**src/rtl/cam_param.sv**
```systemverilog
// ---------------------------------------------------------------------------
// cam_param
//
// Small parameterised content-addressable memory. Each entry holds
// {valid, key, data}. Commands (SEARCH / INSERT / DELETE / CLEAR) arrive on a
// valid/ready channel. Each accepted command produces exactly one response
// one cycle later. The response is held in a register until it is consumed.
//
// Ports
//   clk        : sole clock, all state updates on the rising edge
//   reset      : synchronous active-high reset
//   cmd_valid  : command present
//   cmd_ready  : command accepted when cmd_valid && cmd_ready
//   cmd_op     : 00 SEARCH, 01 INSERT, 10 DELETE, 11 CLEAR
//   cmd_key    : lookup / insert key
//   cmd_data   : insert payload (ignored for other ops)
//   rsp_valid  : response held
//   rsp_ready  : response consumed when rsp_valid && rsp_ready
//   rsp_hit    : key matched a valid entry
//   rsp_err    : INSERT missed while the table was full
//   rsp_index  : matched, allocated or zero index
//   rsp_data   : data of the matched entry, else 0
//   full       : every entry is valid
//   count      : number of valid entries
// ---------------------------------------------------------------------------
module cam_param #(
    parameter int KEY_W  = 8,
    parameter int DATA_W = 16,
    parameter int DEPTH  = 8,
    localparam int IDX_W = $clog2(DEPTH),
    localparam int CNT_W = $clog2(DEPTH + 1)
) (
    input  logic              clk,
    input  logic              reset,
    input  logic              cmd_valid,
    output logic              cmd_ready,
    input  logic [1:0]        cmd_op,
    input  logic [KEY_W-1:0]  cmd_key,
    input  logic [DATA_W-1:0] cmd_data,
    output logic              rsp_valid,
    input  logic              rsp_ready,
    output logic              rsp_hit,
    output logic              rsp_err,
    output logic [IDX_W-1:0]  rsp_index,
    output logic [DATA_W-1:0] rsp_data,
    output logic              full,
    output logic [CNT_W-1:0]  count
);

    typedef enum logic [1:0] {
        OP_SEARCH = 2'b00,
        OP_INSERT = 2'b01,
        OP_DELETE = 2'b10,
        OP_CLEAR  = 2'b11
    } cmdOp_t;

    // Entry storage. Only the valid bits are reset; key/data contents are
    // meaningless while their valid bit is low.
    logic [DEPTH-1:0]  r_valid;
    logic [KEY_W-1:0]  r_key  [DEPTH];
    logic [DATA_W-1:0] r_data [DEPTH];
    logic [CNT_W-1:0]  r_count;

    // Response register
    logic              r_rspValid;
    logic              r_rspHit;
    logic              r_rspErr;
    logic [IDX_W-1:0]  r_rspIndex;
    logic [DATA_W-1:0] r_rspData;

    // Combinational lookup results and next-state decisions
    cmdOp_t            w_op;
    logic              w_accept;
    logic              w_hit;
    logic [IDX_W-1:0]  w_hitIdx;
    logic              w_hasFree;
    logic [IDX_W-1:0]  w_freeIdx;
    logic              w_doUpdate;
    logic              w_doAlloc;
    logic              w_doDelete;
    logic              w_doClear;
    logic              w_nextHit;
    logic              w_nextErr;
    logic [IDX_W-1:0]  w_nextIndex;
    logic [DATA_W-1:0] w_nextData;

    assign w_op      = cmdOp_t'(cmd_op);
    assign cmd_ready = !r_rspValid || rsp_ready;
    assign w_accept  = cmd_valid && cmd_ready && !reset;

    // Match scan. Walking from the top index down lets the lowest matching
    // index win if a duplicate ever existed.
    always_comb begin
        w_hit    = 1'b0;
        w_hitIdx = '0;
        for (int i = DEPTH - 1; i >= 0; i--) begin
            if (r_valid[i] && (r_key[i] == cmd_key)) begin
                w_hit    = 1'b1;
                w_hitIdx = IDX_W'(i);
            end
        end
    end

    // Lowest free slot, used for allocation on an INSERT miss.
    always_comb begin
        w_hasFree = 1'b0;
        w_freeIdx = '0;
        for (int i = DEPTH - 1; i >= 0; i--) begin
            if (!r_valid[i]) begin
                w_hasFree = 1'b1;
                w_freeIdx = IDX_W'(i);
            end
        end
    end

    // Decode the accepted command into storage actions and the response
    // it will produce. All lookups use state from before the accepting edge.
    always_comb begin
        w_doUpdate  = 1'b0;
        w_doAlloc   = 1'b0;
        w_doDelete  = 1'b0;
        w_doClear   = 1'b0;
        w_nextHit   = 1'b0;
        w_nextErr   = 1'b0;
        w_nextIndex = '0;
        w_nextData  = '0;
        case (w_op)
            OP_SEARCH: begin
                if (w_hit) begin
                    w_nextHit   = 1'b1;
                    w_nextIndex = w_hitIdx;
                    w_nextData  = r_data[w_hitIdx];
                end
            end
            OP_INSERT: begin
                if (w_hit) begin
                    w_doUpdate  = w_accept;
                    w_nextHit   = 1'b1;
                    w_nextIndex = w_hitIdx;
                    w_nextData  = r_data[w_hitIdx];
                end else if (w_hasFree) begin
                    w_doAlloc   = w_accept;
                    w_nextIndex = w_freeIdx;
                end else begin
                    w_nextErr   = 1'b1;
                end
            end
            OP_DELETE: begin
                if (w_hit) begin
                    w_doDelete  = w_accept;
                    w_nextHit   = 1'b1;
                    w_nextIndex = w_hitIdx;
                    w_nextData  = r_data[w_hitIdx];
                end
            end
            OP_CLEAR: begin
                w_doClear = w_accept;
            end
            default: begin
                w_doClear = 1'b0;
            end
        endcase
    end

    // Valid bits: the only part of the table that reset touches.
    always_ff @(posedge clk) begin
        if (reset) begin
            r_valid <= '0;
        end else if (w_doClear) begin
            r_valid <= '0;
        end else if (w_doAlloc) begin
            r_valid[w_freeIdx] <= 1'b1;
        end else if (w_doDelete) begin
            r_valid[w_hitIdx] <= 1'b0;
        end
    end

    // Key/data payload. w_doUpdate/w_doAlloc are already gated by reset
    // through w_accept, so no reset branch is needed here.
    always_ff @(posedge clk) begin
        if (w_doAlloc) begin
            r_key[w_freeIdx]  <= cmd_key;
            r_data[w_freeIdx] <= cmd_data;
        end else if (w_doUpdate) begin
            r_data[w_hitIdx]  <= cmd_data;
        end
    end

    // Occupancy counter. Allocation only happens with a free slot and
    // deletion only on a hit, so the count cannot leave 0..DEPTH.
    always_ff @(posedge clk) begin
        if (reset || w_doClear) begin
            r_count <= '0;
        end else if (w_doAlloc) begin
            r_count <= r_count + CNT_W'(1);
        end else if (w_doDelete) begin
            r_count <= r_count - CNT_W'(1);
        end
    end

    // Response register: loads on accept, drops valid when consumed without
    // a replacement, otherwise holds every field.
    always_ff @(posedge clk) begin
        if (reset) begin
            r_rspValid <= 1'b0;
            r_rspHit   <= 1'b0;
            r_rspErr   <= 1'b0;
            r_rspIndex <= '0;
            r_rspData  <= '0;
        end else if (w_accept) begin
            r_rspValid <= 1'b1;
            r_rspHit   <= w_nextHit;
            r_rspErr   <= w_nextErr;
            r_rspIndex <= w_nextIndex;
            r_rspData  <= w_nextData;
        end else if (rsp_ready) begin
            r_rspValid <= 1'b0;
        end
    end

    assign rsp_valid = r_rspValid;
    assign rsp_hit   = r_rspHit;
    assign rsp_err   = r_rspErr;
    assign rsp_index = r_rspIndex;
    assign rsp_data  = r_rspData;
    assign count     = r_count;
    assign full      = (r_count == CNT_W'(DEPTH));

endmodule

```
**config.mk**
```make
export PLATFORM = sky130hd
export DESIGN_NAME = cam_param
export DESIGN_NICKNAME = d
export VERILOG_FILES = /design/src/rtl/cam_param.sv
export SDC_FILE = /design/constraint.sdc
export NUM_CORES = 1
export LEC_CHECK = 0
export CAP_MARGIN = 40
export CORE_MARGIN = 2
export CORE_UTILIZATION = 60
export DETAILED_ROUTE_END_ITERATION = 16
export PLACE_DENSITY = 0.77
export SETUP_SLACK_MARGIN = 0.15
export SLEW_MARGIN = 10
export SYNTH_ARGS = -nofsm -noshare
export SYNTH_HDL_FRONTEND = slang
export SYNTH_SLANG_ARGS = --single-unit
export TNS_END_PERCENT = 1
```
**constraint.sdc**
```tcl
create_clock -name clk -period 5.69 [get_ports clk]
set_clock_uncertainty 0.1 [all_clocks]
set_input_delay 0.569 -clock clk [delete_from_list [all_inputs] [get_ports clk]]
set_output_delay 0.569 -clock clk [all_outputs]
set_load 0.01 [all_outputs]
```
## After elaboration in Yosys (flattened, before gate mapping)

Memories as Yosys holds them, arrays and structs flattened.
Index checks and enable logic that the tools add are counted.

| word-level totals | value |
|---|---|
| bits in registers | 34 |
| RAM bits | 192 |
| bits of input ports | 30 |
| output and inout port bits | 28 |
| word-level logic and storage cells | 121 |
| memories | 2 |

| cells by class | value |
|---|---|
| $add $sub $neg | 2 |
| $lt $le $gt $ge | 4 |
| equal/unequal tests | 12 |
| multiplexer cells | 68 |
| bitwise operators | 3 |
| reductions and logical operators | 23 |

Memories:

| name | words | width | rd ports | clocked after Yosys merged registers in | write ports | RTL line | source |
|---|---|---|---|---|---|---|---|
| r_data | 8 | 16 | 1 | 0 | 1 | 61 | `logic [DATA_W-1:0] r_data [DEPTH];` |
| r_key | 8 | 8 | 8 | 0 | 1 | 60 | `logic [KEY_W-1:0] r_key [DEPTH];` |

Operators with widths:

| operator | number |
|---|---|
| $eq 8x8->1 | 8 |
| $mux 3 | 20 |
| $mux 16 | 3 |
| $mux 1 | 38 |
| $mux 8 | 2 |
| $reduce_or 16->1 | 1 |
| $logic_and 1x1->1 | 12 |
| $and 8x8->8 | 1 |
| $lt 3x4->1 const B | 2 |
| $mux 4 | 2 |
| $not 8->8 | 1 |
| $or 8x8->8 | 1 |
| $demux 1 s3 | 2 |
| $ge 3x1->1 const B | 2 |
| $pmux 3 s2 | 1 |
| $add 4x1->4 const B | 1 |
| $eq 2x2->1 const B | 2 |
| $eq 4x4->1 const B | 1 |
| $reduce_bool 2->1 | 2 |
| $reduce_or 2->1 | 2 |
| $sub 4x1->4 const B | 1 |
| $reduce_or 3->1 | 1 |
| $eq 2x1->1 const B | 1 |
| $logic_not 1->1 | 2 |
| 2 further kinds | 3 |

## Logic depth before layout (Yosys ltp)

| depth | value |
|---|---|
| depth after elaboration | 18 |
| depth in mapped cells | 15 |
| depth with buffers taken out | 14 |

## Worst setup path before layout

Ideal clock, no wire load.

| timing path | value |
|---|---|
| path kind | input to register |
| from | input port cmd_key[7] |
| to | memory r_data[4][0], enable pin |
| library setup time | 413 ps |
| arrival | 3482 ps |
| data required time | 5177 ps |
| path slack | 1695 ps |
| cell stages on the path | 10 |
| buffers on the path | 2 |
| path through | buf_4 xnor2_1 nand3_1 nor3_2 nor2b_1 o21bai_2 nand2_1 buf_2 mux2_2 nor3b_1 |

| between the ends | value |
|---|---|
| cells in the longest elaborated chain, start to end | 17 |
| elaborated cells between the ends (all ways) | 44 |
| those cells by class | eq/ne: 8; mux: 27; reduce/logical: 9 |

RTL lines:

| element | RTL line | source |
|---|---|---|
| from (decl) | 38 | `input logic [KEY_W-1:0] cmd_key,` |
| $eq 8x8->1 | 97 | `if (r_valid[i] && (r_key[i] == cmd_key)) begin` |
| $logic_and 1x1->1 | 97 |  |
| $mux 1 (8 in a row) | 97 |  |
| $mux 1 | 136 | `if (w_hit) begin` |
| $mux 1 | 127 | `case (w_op)` |
| $mux 1 | 184 | `end else if (w_doUpdate) begin` |
| $mux 1 | 181 | `if (w_doAlloc) begin` |
| $mux 1 (not written as such) | 185 | `r_data[w_hitIdx] <= cmd_data;` |
| $reduce_or 16->1 (no source line) | -- |  |
| $mux 3 (no source line) or $mux 1 (tied branches) | -- |  |
| to (decl) | 61 |  |

Parallel ways exist; a longest one is shown, timed or not.

## Final worst setup path

| timing path | value |
|---|---|
| from | input port cmd_key[4] |
| to | register r_count[3] (netlist: count[3]) |

| between the ends | value |
|---|---|
| cells in the longest elaborated chain, start to end | 13 |
| elaborated cells between the ends (all ways) | 30 |
| those cells by class | eq/ne: 8; mux: 13; reduce/logical: 9 |

RTL lines:

| element | RTL line | source |
|---|---|---|
| $eq 8x8->1 | 97 |  |
| $logic_and 1x1->1 | 97 |  |
| $mux 1 (7 in a row) | 97 |  |
| $mux 1 * | 97 |  |
| $mux 1, on equally long branches | 136, 149 |  |
| $mux 1 | 127 |  |
| $mux 4 or $reduce_bool 2->1 (tied branches) | -- |  |
| to (signal assigned) | 195 | `r_count <= r_count + CNT_W'(1);` |
| to (signal assigned) | 197 | `r_count <= r_count - CNT_W'(1);` |
| to (decl) | 62 | `logic [CNT_W-1:0] r_count;` |

Mark *: on every way between the ends. The rest lies on a longest branch, timed or not.
A chain may end at the register's enable or synchronous reset.

==> results.yml <==
run_status:
  status: "finished, final reports clean"
synthesis:
  ys_seq_area_share_pct: 69.2
  synth.most_common_cell: "edfxtp_1"
  ys_top_cells_by_count: "192 x edfxtp_1, 63 x xnor2_1, 55 x nor2_1"
  syn_area_mm2: 0.00932
  ys_types: 63
  yosysWarnings: 0
  synth_top_area_share_pct: 61.9
  synth_cells: 668
  yosys-top-cells-area: "edfxtp_1 62%, dfxtp_1 7.3%, xnor2_1 5.9%"
  synth_top_flop_cell: "edfxtp_1"
  synth_area_per_cell_um2: 14.0
  yosys.area.top_type: "edfxtp_1"
  synth-seq-cells: 226
  async_reset_ff_share_pct: 0
  syn_nets: 701
  synth_edf_count: 192
die:
  die_w_um: 129
  die_h_um: 129
  io-pin-count: 58
  die-area_mm2: 0.0165
  core_area_mm2: 0.0152
  rows: 45
  start_util_pct: 61.3
global_routing:
  grt_pass1_vias: 5939
  grt_pass1_wl_um: 33600
  antenna_found_initial: 0
  grt_max_degree: 28
  gr-usage-all-layers_pct: 27.2
  grt_remaining_overflow: 0
cells_and_area:
  syn_to_final_growth_pct: 16.1
  finish.utilization_pct: 71.2
  final_area_mm2: 0.0108
  drive_gt1_share_pct: 10.4
  diodes: 0
  stdcell_count: 948
  nets: 776
power:
  power_frac_seq_pct: 54.6
  total_power_mw: 3.30
  p_leak_nw: 3.45
  pwr-share-clk_pct: 42.2
  pwr-share-comb_pct: 3.2
  ir_drop_v: 0.000299
  switching_share_pct: 20.4
  p_int_mw: 2.62
  powerDensity_mw_per_mm2: 305
  p_sw_uw: 674
sta:
  setup_viol: 0
  drv_slew: 0
  hold_viol_final: 0
  whs_ps: 369
  maxSlewHeadroom_pct: 39.7
  fmax_ghz: 0.239
  tightest_slew_ps: 902
  setup_ws_ps: 1500
  period_minus_slack_ps: 4190
  rsz0062_at_grt: "false"
  fin_tns_setup_ps: 0
  period_share_pct: 73.7
worst_setup_path:
  cp_max_fo: 16
  start_kind: "input port"
  cp.arrival_ps: 4500
  reg2regPathDepth: 14
  worstPathRequired_ps: 6000
  end_kind: "register"
  criticalPathCategory: "input port to register"
detailed_routing:
  wirelength_um: 21600
  num_vias: 5996
  avgViaCountPerCell: 6.32
  wl_per_cell_um: 22.8
  drt.antenna.violating_nets: 0
  drt_first_iter_violations: 804
  dr.pass1.iters: 5
  drc_errors: 0
placed_design:
  port_buffers: 57
  gp_congestion: 0.966
  hpwl_um: 13800
  post_dp_cell_area_mm2: 0.0101
  pre_cts_slack_ps: 1090
  dp_cells: 906
job:
  maxCapViolCount: 0
clock_network:
  htreeDepth: 1
  root_buffer: "clkbuf_16"
  clkTransAtPathRegs_ps: 60
  numCtsBuffers: 23
  cts_tree: "yes"
  cts_setup_buffers: 0
  postCtsHoldBufs: 0
  clock_sinks: 226
  cts_buffer_depth: 3
  clk_latency_ps: 520
  cts-resized-gates: 0
min_path:
  min_delay_path_depth: 2
  hp-class: "register to register"
metal layers:
layer | global-route usage, % | wire [um] | vias up
met3 | 5.03 | 1710 | 51
met2 | 44.2 | 10500 | 325
met1 | 37.8 | 8820 | 2956
met4 | 8.76 | 604 | 0
li1 | - | - | 2664
met5 | 0 | 0 | -
power groups by stage:
stage | logic, mW | clock network, mW | registers (mW)
floorplan | 0.0537 | 0 | 1.84
global placement | 0.101 | 0 | 1.84
detailed placement | 0.105 | 0 | 1.84
CTS | 0.106 | 1.41 | 1.80
global route | 0.116 | 1.48 | 1.80
finish | 0.106 | 1.39 | 1.80
cell usage in the layout (no fill, tap or decap), types with 4 or more instances in the layout:
cell | netlist | routed
xnor2_1 | 63 | 63
o221ai_1 | 7 | 7
xor2_1 | 4 | 4
inv_1 | 10 | 10
nand4_1 | 10 | 10
and3_1 | 4 | 4
nand3_1 | 12 | 12
or3_1 | 4 | 4
a32o_1 | 7 | 7
clkbuf_1 | 6 | 7
edfxtp_1 | 192 | 192
nor3_2 | 4 | 6
dfxtp_1 | 34 | 34
nor2_1 | 55 | 55
o21ai_1 | 9 | 9
a21oi_1 | 21 | 21
buf_4 | 8 | 19
a211oi_1 | 6 | 6
nand2b_1 | 5 | 5
o22ai_1 | 18 | 18
nor3_1 | 26 | 24
clkbuf_16 | 0 | 23
and2_1 | 5 | 5
nand2_1 | 51 | 51
mux2i_1 | 11 | 11
mux2_2 | 8 | 8
o21ai_0 | 13 | 13
nor2b_1 | 10 | 10
clkdlybuf4s50_1 | 0 | 57
kinds of logic after synthesis:
logic type,Yosys count,share of synthesized area (%)
and+or+nand+nor,198,10.5
adders and majority gates,3,0.483
buffers and inverters,36,2.20
DFF,226,69.2
xor gates and xnor gates,67,6.30
muxes,19,2.15
AOI/OAI and AO/OA,119,9.18
critical path: stages:
cell and delay, ps:
clkdlybuf4s50_1 940, xnor2_1 230, nand4_1 170, nor3_1 90
nor2_1 320, nand4_1 430, nor2_1 420, inv_1 200
ha_1 310, a21o_1 170, a21oi_1 190, nor3_1 70
a21oi_1 170, xor2_1 170, nor2_1 50
registers in the layout, summed over array words and instances, names as in the netlist:
signal,cells
rsp_index,3
rsp_err,1
rsp_valid,1
r_key,64
r_valid,8
r_data,128
rsp_data,16
count,4
rsp_hit,1
path summary, 6_finish.rpt:
path                startpoint  slack (ps)           end
setup / recovery    cmd_key[4]        1500      count[3]
hold / removal    rsp_index[1]         370  rsp_index[1]
setup reg to reg   r_key[7][4]        2170      count[3]
hold reg to reg   rsp_index[1]         370  rsp_index[1]
area by class of cell:
type                            instances  area (um2)
Tap cell                              188         235
Clock buffer                           32         629
Multi-Input combinational cell        406        2680
Inverter                               10        37.5
Sequential cell                       226        6450
Fill cell                             996        4390
Timing Repair Buffer                   76         713
Clock inverter                         10        71.3
Power figures use the tool's default switching activity.
